==> config.mk <==
export PLATFORM = sky130hd
export DESIGN_NAME = regfile_bank
export DESIGN_NICKNAME = d
export VERILOG_FILES = /design/src/rtl/regfile_pkg.sv /design/src/rtl/regfile_bus_resolve.sv /design/src/rtl/regfile_bank.sv
export SDC_FILE = /design/constraint.sdc
export NUM_CORES = 1
export LEC_CHECK = 0
export ABC_AREA = 1
export CORE_UTILIZATION = 23
export DETAILED_ROUTE_END_ITERATION = 12
export SYNTH_ARGS = -nofsm -noshare
export SYNTH_HDL_FRONTEND = slang
export SYNTH_SLANG_ARGS = --single-unit
==> constraint.sdc <==
create_clock -name eclk -period 10.68 [get_ports eclk]
set_input_delay 1.068 -clock eclk [delete_from_list [all_inputs] [get_ports eclk]]
set_output_delay 1.068 -clock eclk [all_outputs]
set_load 0.005 [all_outputs]
==> src/rtl/regfile_pkg.sv <==
// regfile_pkg: shared helpers for the regfile_bank register file slice.
package regfile_pkg;

  // Widest exchange-flop vector the remap helper accepts.
  localparam int MAX_PAIRS = 32;

  // True when the bus split and the exchange window both fit inside the file.
  function automatic bit params_ok(input int width, input int nregs, input int nleft,
                                   input int npairs, input int pair_base);
    return (width > 32'sd0) && (nregs > 32'sd0) && (npairs > 32'sd0) &&
           (npairs <= MAX_PAIRS) && (nleft <= nregs) && (pair_base >= nleft) &&
           (pair_base + 32'sd2 * npairs <= nregs);
  endfunction

  // Logical register index -> physical register index under the given exchange flops.
  function automatic int remap(input int idx, input logic [MAX_PAIRS-1:0] swap_state,
                               input int pair_base, input int npairs);
    int rel;
    int res;
    logic [MAX_PAIRS-1:0] shifted;
    rel     = idx - pair_base;
    res     = idx;
    shifted = {MAX_PAIRS{1'b0}};
    if ((rel >= 32'sd0) && (rel < 32'sd2 * npairs)) begin
      shifted = swap_state >> (rel / 32'sd2);
      if (shifted[0]) begin
        res = ((rel % 32'sd2) == 32'sd0) ? (idx + 32'sd1) : (idx - 32'sd1);
      end else begin
        res = idx;
      end
    end else begin
      res = idx;
    end
    return res;
  endfunction

endpackage

==> src/rtl/regfile_bus_resolve.sv <==
// regfile_bus_resolve: wired-AND of an optional driver and a masked set of
// register words. An undriven bus with nothing selected floats to all ones.
module regfile_bus_resolve
  import regfile_pkg::*;
#(
  parameter int WIDTH = 16,
  parameter int N     = 14
) (
  input  logic [N-1:0]           mask,
  input  logic [N-1:0][WIDTH-1:0] words,
  input  logic                   words_en,
  input  logic                   drv_en,
  input  logic [WIDTH-1:0]       drv_data,
  output logic [WIDTH-1:0]       bus
);

  logic [WIDTH-1:0] acc_s;

  // AND together the driver (if enabled) and every selected word (if enabled).
  always_comb begin
    acc_s = drv_en ? drv_data : {WIDTH{1'b1}};
    for (int i = 0; i < N; i++) begin
      acc_s = acc_s & ((words_en && mask[i]) ? words[i] : {WIDTH{1'b1}});
    end
  end

  assign bus = acc_s;

endmodule

==> src/rtl/regfile_bank.sv <==
// regfile_bank: WIDTH x NREGS register file on two wired-AND buses that can be
// joined or split, with per-pair exchange flops remapping logical selects.
module regfile_bank
  import regfile_pkg::*;
#(
  parameter int WIDTH     = 16,
  parameter int NREGS     = 14,
  parameter int NLEFT     = 2,
  parameter int NPAIRS    = 4,
  parameter int PAIR_BASE = 6
) (
  input  logic              eclk,
  input  logic              erst,
  input  logic              join_en,
  input  logic [NREGS-1:0]  sel,
  input  logic              l_wr,
  input  logic [WIDTH-1:0]  l_din,
  input  logic              r_wr,
  input  logic [WIDTH-1:0]  r_din,
  input  logic [NPAIRS-1:0] swap,
  output logic [WIDTH-1:0]  l_dout,
  output logic [WIDTH-1:0]  r_dout,
  output logic [NPAIRS-1:0] swap_state
);

  if (!params_ok(WIDTH, NREGS, NLEFT, NPAIRS, PAIR_BASE)) begin : g_param_check
    $error("regfile_bank: illegal WIDTH/NREGS/NLEFT/NPAIRS/PAIR_BASE combination");
  end

  logic [NREGS-1:0][WIDTH-1:0] regs_r;
  logic [MAX_PAIRS-1:0]        swap_ext_s;
  logic [NREGS-1:0]            phys_sel_s;
  logic [NREGS-1:0]            left_mask_s;
  logic [WIDTH-1:0]            join_drv_s;
  logic [WIDTH-1:0]            join_bus_s;
  logic [WIDTH-1:0]            left_bus_s;
  logic [WIDTH-1:0]            right_bus_s;
  logic [WIDTH-1:0]            l_bus_s;
  logic [WIDTH-1:0]            r_bus_s;
  logic                        l_we_s;
  logic                        r_we_s;

  // Translate logical selects to physical ones using the pre-edge exchange flops.
  always_comb begin
    swap_ext_s                = {MAX_PAIRS{1'b0}};
    swap_ext_s[NPAIRS-1:0]    = swap_state;
    phys_sel_s                = {NREGS{1'b0}};
    left_mask_s               = {NREGS{1'b0}};
    for (int p = 0; p < NREGS; p++) begin
      left_mask_s[p] = (p < NLEFT);
      for (int i = 0; i < NREGS; i++) begin
        phys_sel_s[p] = phys_sel_s[p] |
                        (sel[i] && (remap(i, swap_ext_s, PAIR_BASE, NPAIRS) == p));
      end
    end
  end

  // Combined driver for the joined bus: both write ports AND onto one wire.
  always_comb begin
    join_drv_s = (l_wr ? l_din : {WIDTH{1'b1}}) & (r_wr ? r_din : {WIDTH{1'b1}});
  end

  regfile_bus_resolve #(.WIDTH(WIDTH), .N(NREGS)) u_join (
    .mask     (phys_sel_s),
    .words    (regs_r),
    .words_en (!(l_wr || r_wr)),
    .drv_en   (l_wr || r_wr),
    .drv_data (join_drv_s),
    .bus      (join_bus_s)
  );

  regfile_bus_resolve #(.WIDTH(WIDTH), .N(NREGS)) u_left (
    .mask     (phys_sel_s & left_mask_s),
    .words    (regs_r),
    .words_en (!l_wr),
    .drv_en   (l_wr),
    .drv_data (l_din),
    .bus      (left_bus_s)
  );

  regfile_bus_resolve #(.WIDTH(WIDTH), .N(NREGS)) u_right (
    .mask     (phys_sel_s & ~left_mask_s),
    .words    (regs_r),
    .words_en (!r_wr),
    .drv_en   (r_wr),
    .drv_data (r_din),
    .bus      (right_bus_s)
  );

  // Pick joined or split bus values and decide which side may be written.
  always_comb begin
    if (join_en) begin
      l_bus_s = join_bus_s;
      r_bus_s = join_bus_s;
    end else begin
      l_bus_s = left_bus_s;
      r_bus_s = right_bus_s;
    end
    l_we_s = l_wr || (join_en && r_wr);
    r_we_s = r_wr || (join_en && l_wr);
  end

  // Write every selected physical register from the bus of its own side.
  always_ff @(posedge eclk or posedge erst) begin
    if (erst) begin
      regs_r <= '0;
    end else begin
      for (int p = 0; p < NREGS; p++) begin
        if (phys_sel_s[p] && left_mask_s[p] && l_we_s) begin
          regs_r[p] <= l_bus_s;
        end else if (phys_sel_s[p] && !left_mask_s[p] && r_we_s) begin
          regs_r[p] <= r_bus_s;
        end
      end
    end
  end

  // Capture both resolved bus values every cycle.
  always_ff @(posedge eclk or posedge erst) begin
    if (erst) begin
      l_dout <= {WIDTH{1'b0}};
      r_dout <= {WIDTH{1'b0}};
    end else begin
      l_dout <= l_bus_s;
      r_dout <= r_bus_s;
    end
  end

  // Toggle exchange flops on request; the new mapping applies from next cycle.
  always_ff @(posedge eclk or posedge erst) begin
    if (erst) begin
      swap_state <= {NPAIRS{1'b0}};
    end else begin
      swap_state <= swap_state ^ swap;
    end
  end

endmodule

==> flow_metrics.py <==
metrics = {
    "placed_design": {
        "dp_slack_ns": 5.82,
        "place_congestion": 0.883,
        "hpwlAfterDp_um": 32200,
        "port_buffers": 90,
    },
    "clock_tree": {
        "clock_path_buffers": 3,
        "root_buffer": "clkbuf_16",
        "postCtsResizedCells": 0,
        "cts_made_buffers": 29,
        "insertion_delay_ns": 0.59,
        "post_cts_buffers": 0,
        "clock_sinks": 260,
        "htree_levels": 1,
        "clkTransAtPathRegs_ns": 0.06,
        "cts_tree": "built",
        "cts_hold_buffers": 0,
    },
    "synthesis": {
        "ys_seq_elements": 260,
        "synthAdderAreaFrac": 0,
        "yosysSeqAreaShare": 0.455,
        "synthCells": 2120,
        "yosysTopAreaCell": "dfrtp_1",
        "synth_top_area_frac": 0.455,
        "netlist_area_um2": 14300,
        "synth.area.mux_share": 0,
        "syn_area_per_cell_um2": 6.74,
        "ys_async_sr_fraction": 1.00,
        "synth.most_common_cell": "nand2_1",
        "netlist-cell-type-count": 20,
        "synth_common_cells": "1015 x nand2_1, 260 x dfrtp_1, 249 x inv_1",
        "synth_edf_count": 0,
        "synth_fp_nets": 2175,
        "synthSimpleGateAreaFrac": 0.415,
        "synth_compound_area_frac": 0.0192,
        "yosysWarnings": 0,
        "ys.flop_type": "dfrtp_1",
        "synth_top_family_by_area": "simple AND/OR/NAND/NOR gates",
        "synth-xor-area-share": 0.00245,
        "synth.area.top_cells": "dfrtp_1 46%, nand2_1 27%, nand3_1 7.8%, inv_1 6.5%, nor2_1 3.1%",
    },
    "routing": {
        "routedWlPerCell_um": 16.1,
        "drt_first_pass_iters": 7,
        "wl_um": 48700,
        "drc": 0,
        "ant_nets": 0,
        "viasPerCell": 4.38,
        "drt_iter0_drc": 1112,
        "route.vias.total": 13200,
    },
    "timing": {
        "rsz0062_at_grt": "false",
        "report.final.setup_viol": 0,
        "slew_headroom": 0.291,
        "hold_viol": 0,
        "clock_skew_ns": 0.0123,
        "layout_min_cycle_time_ns": 4.32,
        "finalSetupTns_ns": 0,
        "worstMarginPinSlew_ns": 1.06,
        "fin_ws_ns": 6.36,
        "finalCritPeriodShare": 0.405,
        "fmax_mhz": 231,
        "slew_viol_final": 0,
    },
    "job": {
        "drv_cap": 0,
    },
    "hold_path": {
        "min_path_type": "reg2reg",
        "min_path_cells": 2,
        "hold_start": "regs_r[164]",
        "hold_end": "regs_r[164]",
    },
    "die": {
        "initial_core_util": 0.232,
        "die_x_um": 251,
        "die_area_um2": 63100,
        "die-height_um": 251,
        "rows": 91,
        "design.core.area_um2": 61600,
        "ios": 91,
    },
    "setup_path": {
        "crit-reg2reg-capture": "regs_r[187]",
        "critPathMaxFanout": 60,
        "path_class": "in2reg",
        "crit_start": "r_wr",
        "setup.worst_path.start_class": "primary input",
        "r2r_slack_ns": 7.81,
        "reg2regPathDepth": 10,
        "cp_data_arrival_time_ns": 4.85,
        "required_ns": 11.21,
        "crit_path_end_kind": "flop",
        "timing.rr.start": "swap_state[1]",
    },
    "global_routing": {
        "grt_pass1_vias": 12600,
        "grt_overflow_total": 0,
        "grt_pass1_wl_um": 76000,
        "grt_max_degree": 128,
        "antenna_found_initial": 0,
        "grt_use_total": 0.154,
    },
    "layout": {
        "drive_gt1_frac": 0.0518,
        "num_antenna_cells": 0,
        "fillCellCount": 6731,
        "syn_to_final_growth_pct": 18.8,
        "fin_nets": 2214,
    },
    "power_and_ir_drop": {
        "cellPowerDensity_nw_per_um2": 219,
        "p_leak_uw": 0.00896,
        "peakVddDrop_uv": 153,
    },
    "status": {
        "status": "completed",
    },
}
## metrics by stage
step / cells / hold slack, ns / cell area, µm² / power, µW / util
finish: 3019 / 0.472 / 17000 / 3720 / 0.276
detailed placement: 2965 / 0.460 / 15900 / 2550 / 0.258
global route: 3019 / 0.483 / 17000 / 3940 / 0.276
floorplan: 2120 / 0.440 / 14300 / 2130 / -
CTS: 3019 / 0.477 / 17000 / 3730 / 0.276
global placement: 2965 / 0.455 / 15900 / 2540 / 0.258
## flip-flops by register name (all words and copies together), names as in the netlist
signal	cells
l_dout	16
swap_state	4
r_dout	16
regs_r	224
## power by group
group	switching [µW]	internal, µW	leakage, µW	total (µW)
Combinational	806	363	0.00492	1170
Clock	455	717	0.000546	1170
Sequential	146	1230	0.00350	1380
Total	1410	2310	0.00896	3720
## cell families (layout without fill, tap and decap cells)
logic type,count (synthesis),count (layout)
and+or+nand+nor,1440,1440
buffers and inverters,365,427
DFF,260,260
AOI/OAI and AO/OA,51,51
xor gates and xnor gates,4,4
## cells in the final DEF, fill, tap and decap left out, types with 9 or more instances in the layout
cell and instances:
nand3b_1 48, nor2_2 9, clkdlybuf4s50_1 89, nand2_2 11, nand2_1 1015, buf_4 26, nand3_1 224, clkbuf_16 29
dfrtp_1 260, o21ai_1 11, nor2_1 117, inv_1 248, nor3_1 15, o21ai_0 37
## worst max-delay path by stage
stage,endpoint,cells past startpoint
after floorplan,l_dout[0],1
after global placement,regs_r[209],9
after detailed placement,regs_r[211],9
after CTS,regs_r[211],9
after global routing,regs_r[213],9
final,regs_r[187],10
## critical path, cell delays in order
cell             delay (ns)
clkdlybuf4s50_1        0.46
buf_4                  0.32
clkinv_2               0.70
nand2_1                0.89
o21ai_0                0.29
nor3_1                 0.27
nand3_1                0.09
nand2_1                0.52
nand2_1                0.11
nand2_1                0.09
## per-layer routing
metal / share of wire / track usage / vias up / wire, µm
met5: 0 / 0 / - / 0
met4: 0.024 / 0.0436 / 0 / 1150
met3: 0.077 / 0.0269 / 62 / 3760
met2: 0.45 / 0.250 / 474 / 22100
met1: 0.45 / 0.209 / 6197 / 21700
li1: - / - / 6486 / -
## final cells by class
cell class	instances	area, µm²	area share
Clock buffer	37	826	0.0486
Clock inverter	17	284	0.0167
Inverter	257	973	0.0573
Multi-Input combinational cell	1495	6250	0.368
Sequential cell	260	6510	0.383
Tap cell	837	1050	0.0617
Timing Repair Buffer	116	1090	0.0643
Note: power is estimated with default switching activity, not from simulation.
==> patch (same flow settings) <==
`WIDTH` is set to 16 in 2 places; all go to 24.
--- a/src/rtl/regfile_bus_resolve.sv
+++ b/src/rtl/regfile_bus_resolve.sv
@@ -3,7 +3,7 @@
 module regfile_bus_resolve
   import regfile_pkg::*;
 #(
-  parameter int WIDTH = 16,
+  parameter int WIDTH = 24,
   parameter int N     = 14
 ) (
   input  logic [N-1:0]           mask,
--- a/src/rtl/regfile_bank.sv
+++ b/src/rtl/regfile_bank.sv
@@ -3,7 +3,7 @@
 module regfile_bank
   import regfile_pkg::*;
 #(
-  parameter int WIDTH     = 16,
+  parameter int WIDTH     = 24,
   parameter int NREGS     = 14,
   parameter int NLEFT     = 2,
   parameter int NPAIRS    = 4,
Ports: changed (resized l_din, l_dout, r_din and r_dout); port bits go from 91 to 123. The function was not compared with the original's and may differ.
==> patch against the unedited design <==
  * Power rose by 43%
  * Count of clock-buffer cells in the layout rose by 24
  * Wire length rose by 53%
  * Sequential cell count rose by 128
  * Core utilization fell by 0.37 points
  * Sequential share of layout area rose by 0.34 points
  * Worst hold slack improved by 0.00075 ns
  * Synthesized cell count rose by 53%
  * Worst setup slack improved by 0.22 ns
  * Area after synthesis rose by 51%
  * Cell area rose by 48%
  * Non-clock buffer count rose by 51
  * Critical path type unchanged
==> patch: results (changes against the unedited design) <==
status=complete, no violations; Clock Latency Late Sink=0.55 ns (-0.04 ns); RePlAce Congestion=0.844 (-4.5%); cell family with most CP delay=buffers and inverters; CTS Buf Count=40 (+38%); Worst VDD drop=0.0994 mV (-35%); Worst path max stage delay=0.70 ns (-0.19 ns); CP max stage cell=buf_4; DP Area=23,800 µm² (+50%); leakage=13.5 nW (+50%); Starting DRT DRC Count=2,047 (+84%); HPWL after DPL=48.1 mm (+50%); M2 GR Usage=24.3% (-0.70 points); GR Util met3=2.47% (-0.23 points); Worst Path Arrival=4.54 ns (-0.31 ns); share of cells above drive strength 1=4.03% (-1.1 points); critical path peak fanout=70 (+17%); Post-Synthesis Cells=3,249 (+53%); synth unique cells=21 (+5.0%); Vias/cell=4.44 (+1.3%); number of global-route vias before repair=18,972 (+51%); clk root buf=clkbuf_16; clk_skew=0.0159 ns (+0.00360 ns); DR vias=20,160 (+53%); drt first pass iters=5 (-2); biggest regs=regs_r (336), l_dout (24), r_dout (24); CTS H-tree lvls=2 (+1); Port-buffer cells=122 (+36%); sequential cell area fraction in the yosys report=45.0% (-0.55 points); Synth top cells by count=1,567 x nand2_1, 390 x inv_1, 388 x dfrtp_1; first-pass GRT wire length=116 mm (+52%); Slew headroom=21.1% (-8.0 points); placed cell count=4,473 (+51%); Synth area leaders=dfrtp_1 45%, nand2_1 27%, nand3_1 7.5%; initial antenna violation count=5 (+5); total wire length=74.7 mm (+53%); Tot GR Track Use=15.6% (+0.21 points)
==> patch: cell count changes in the layout (fill, tap and decap cells not counted), sizes merged, moves of 31 or more <==
cell           change
nand2            +545
inv              +139
nand3             +98
dfrtp            +128
clkdlybuf4s50     +31
nor2             +100
==> patch: power by group <==
group	leakage [nW]	switching (mW)	internal (mW)
combinational	7.58	1.22	0.541
clock	0.668	0.615	0.883
sequential	5.22	0.214	1.83
==> patch: through the flow <==
stage	setup slack (ns)	hold WS (ns)	utilization (%)
2_1_floorplan	4.39	0.440	-
3_3_place_gp	6.05	0.454	25.7
3_5_place_dp	6.01	0.457	25.7
4_1_cts	6.59	0.475	27.2
5_1_grt	6.36	0.489	27.2
6_report	6.57	0.473	27.2
==> patch: worst paths after layout <==
kind,from,endpoint,slack [ns]
setup / recovery,r_wr,regs_r[259],6.57
hold / removal,regs_r[248],regs_r[248],0.47
setup reg to reg,swap_state[0],regs_r[224],7.30
hold reg to reg,regs_r[248],regs_r[248],0.47
max in group asynchronous,erst,r_dout[5],7.62
min in group asynchronous,erst,regs_r[38],0.94
==> patch: worst register-to-register path, stage by stage, from the launching register on <==
cell     delay, ns
dfrtp_1       0.42
inv_1         0.08
nand2_1       0.06
nand2_2       0.67
nand2_2       0.75
o21ai_0       0.39
nor2_1        0.10
nand3_1       0.09
nand2_1       0.44
nand2_1       0.20
nand2_1       0.06
==> patch: cell type report <==
| class | count | area, µm² |
|---|---|---|
| inverters | 397 | 1500 |
| clock inverters | 10 | 179 |
| flip-flops and latches | 388 | 9710 |
| well taps | 1243 | 1560 |
| multi-input cells | 2278 | 9450 |
| fillers | 10173 | 67200 |
| repair buffers | 167 | 1550 |
| clock buffers | 61 | 1180 |
==> patch: layer usage <==
metal	up-vias	part of all wire [%]
met5	-	0.079
met1	9414	45
li1	9793	-
met3	144	7.7
met4	10	2.9
met2	799	44
==> patch: cell families (layout without fill, tap and decap cells) <==
group | after synthesis | after routing | share of synthesized area [%]
simple gates | 2206 | 2206 | 41.9
buf+inv | 583 | 635 | 11.3
flops | 388 | 388 | 45.0
compound gates | 68 | 68 | 1.65
xor+xnor | 4 | 4 | 0.162
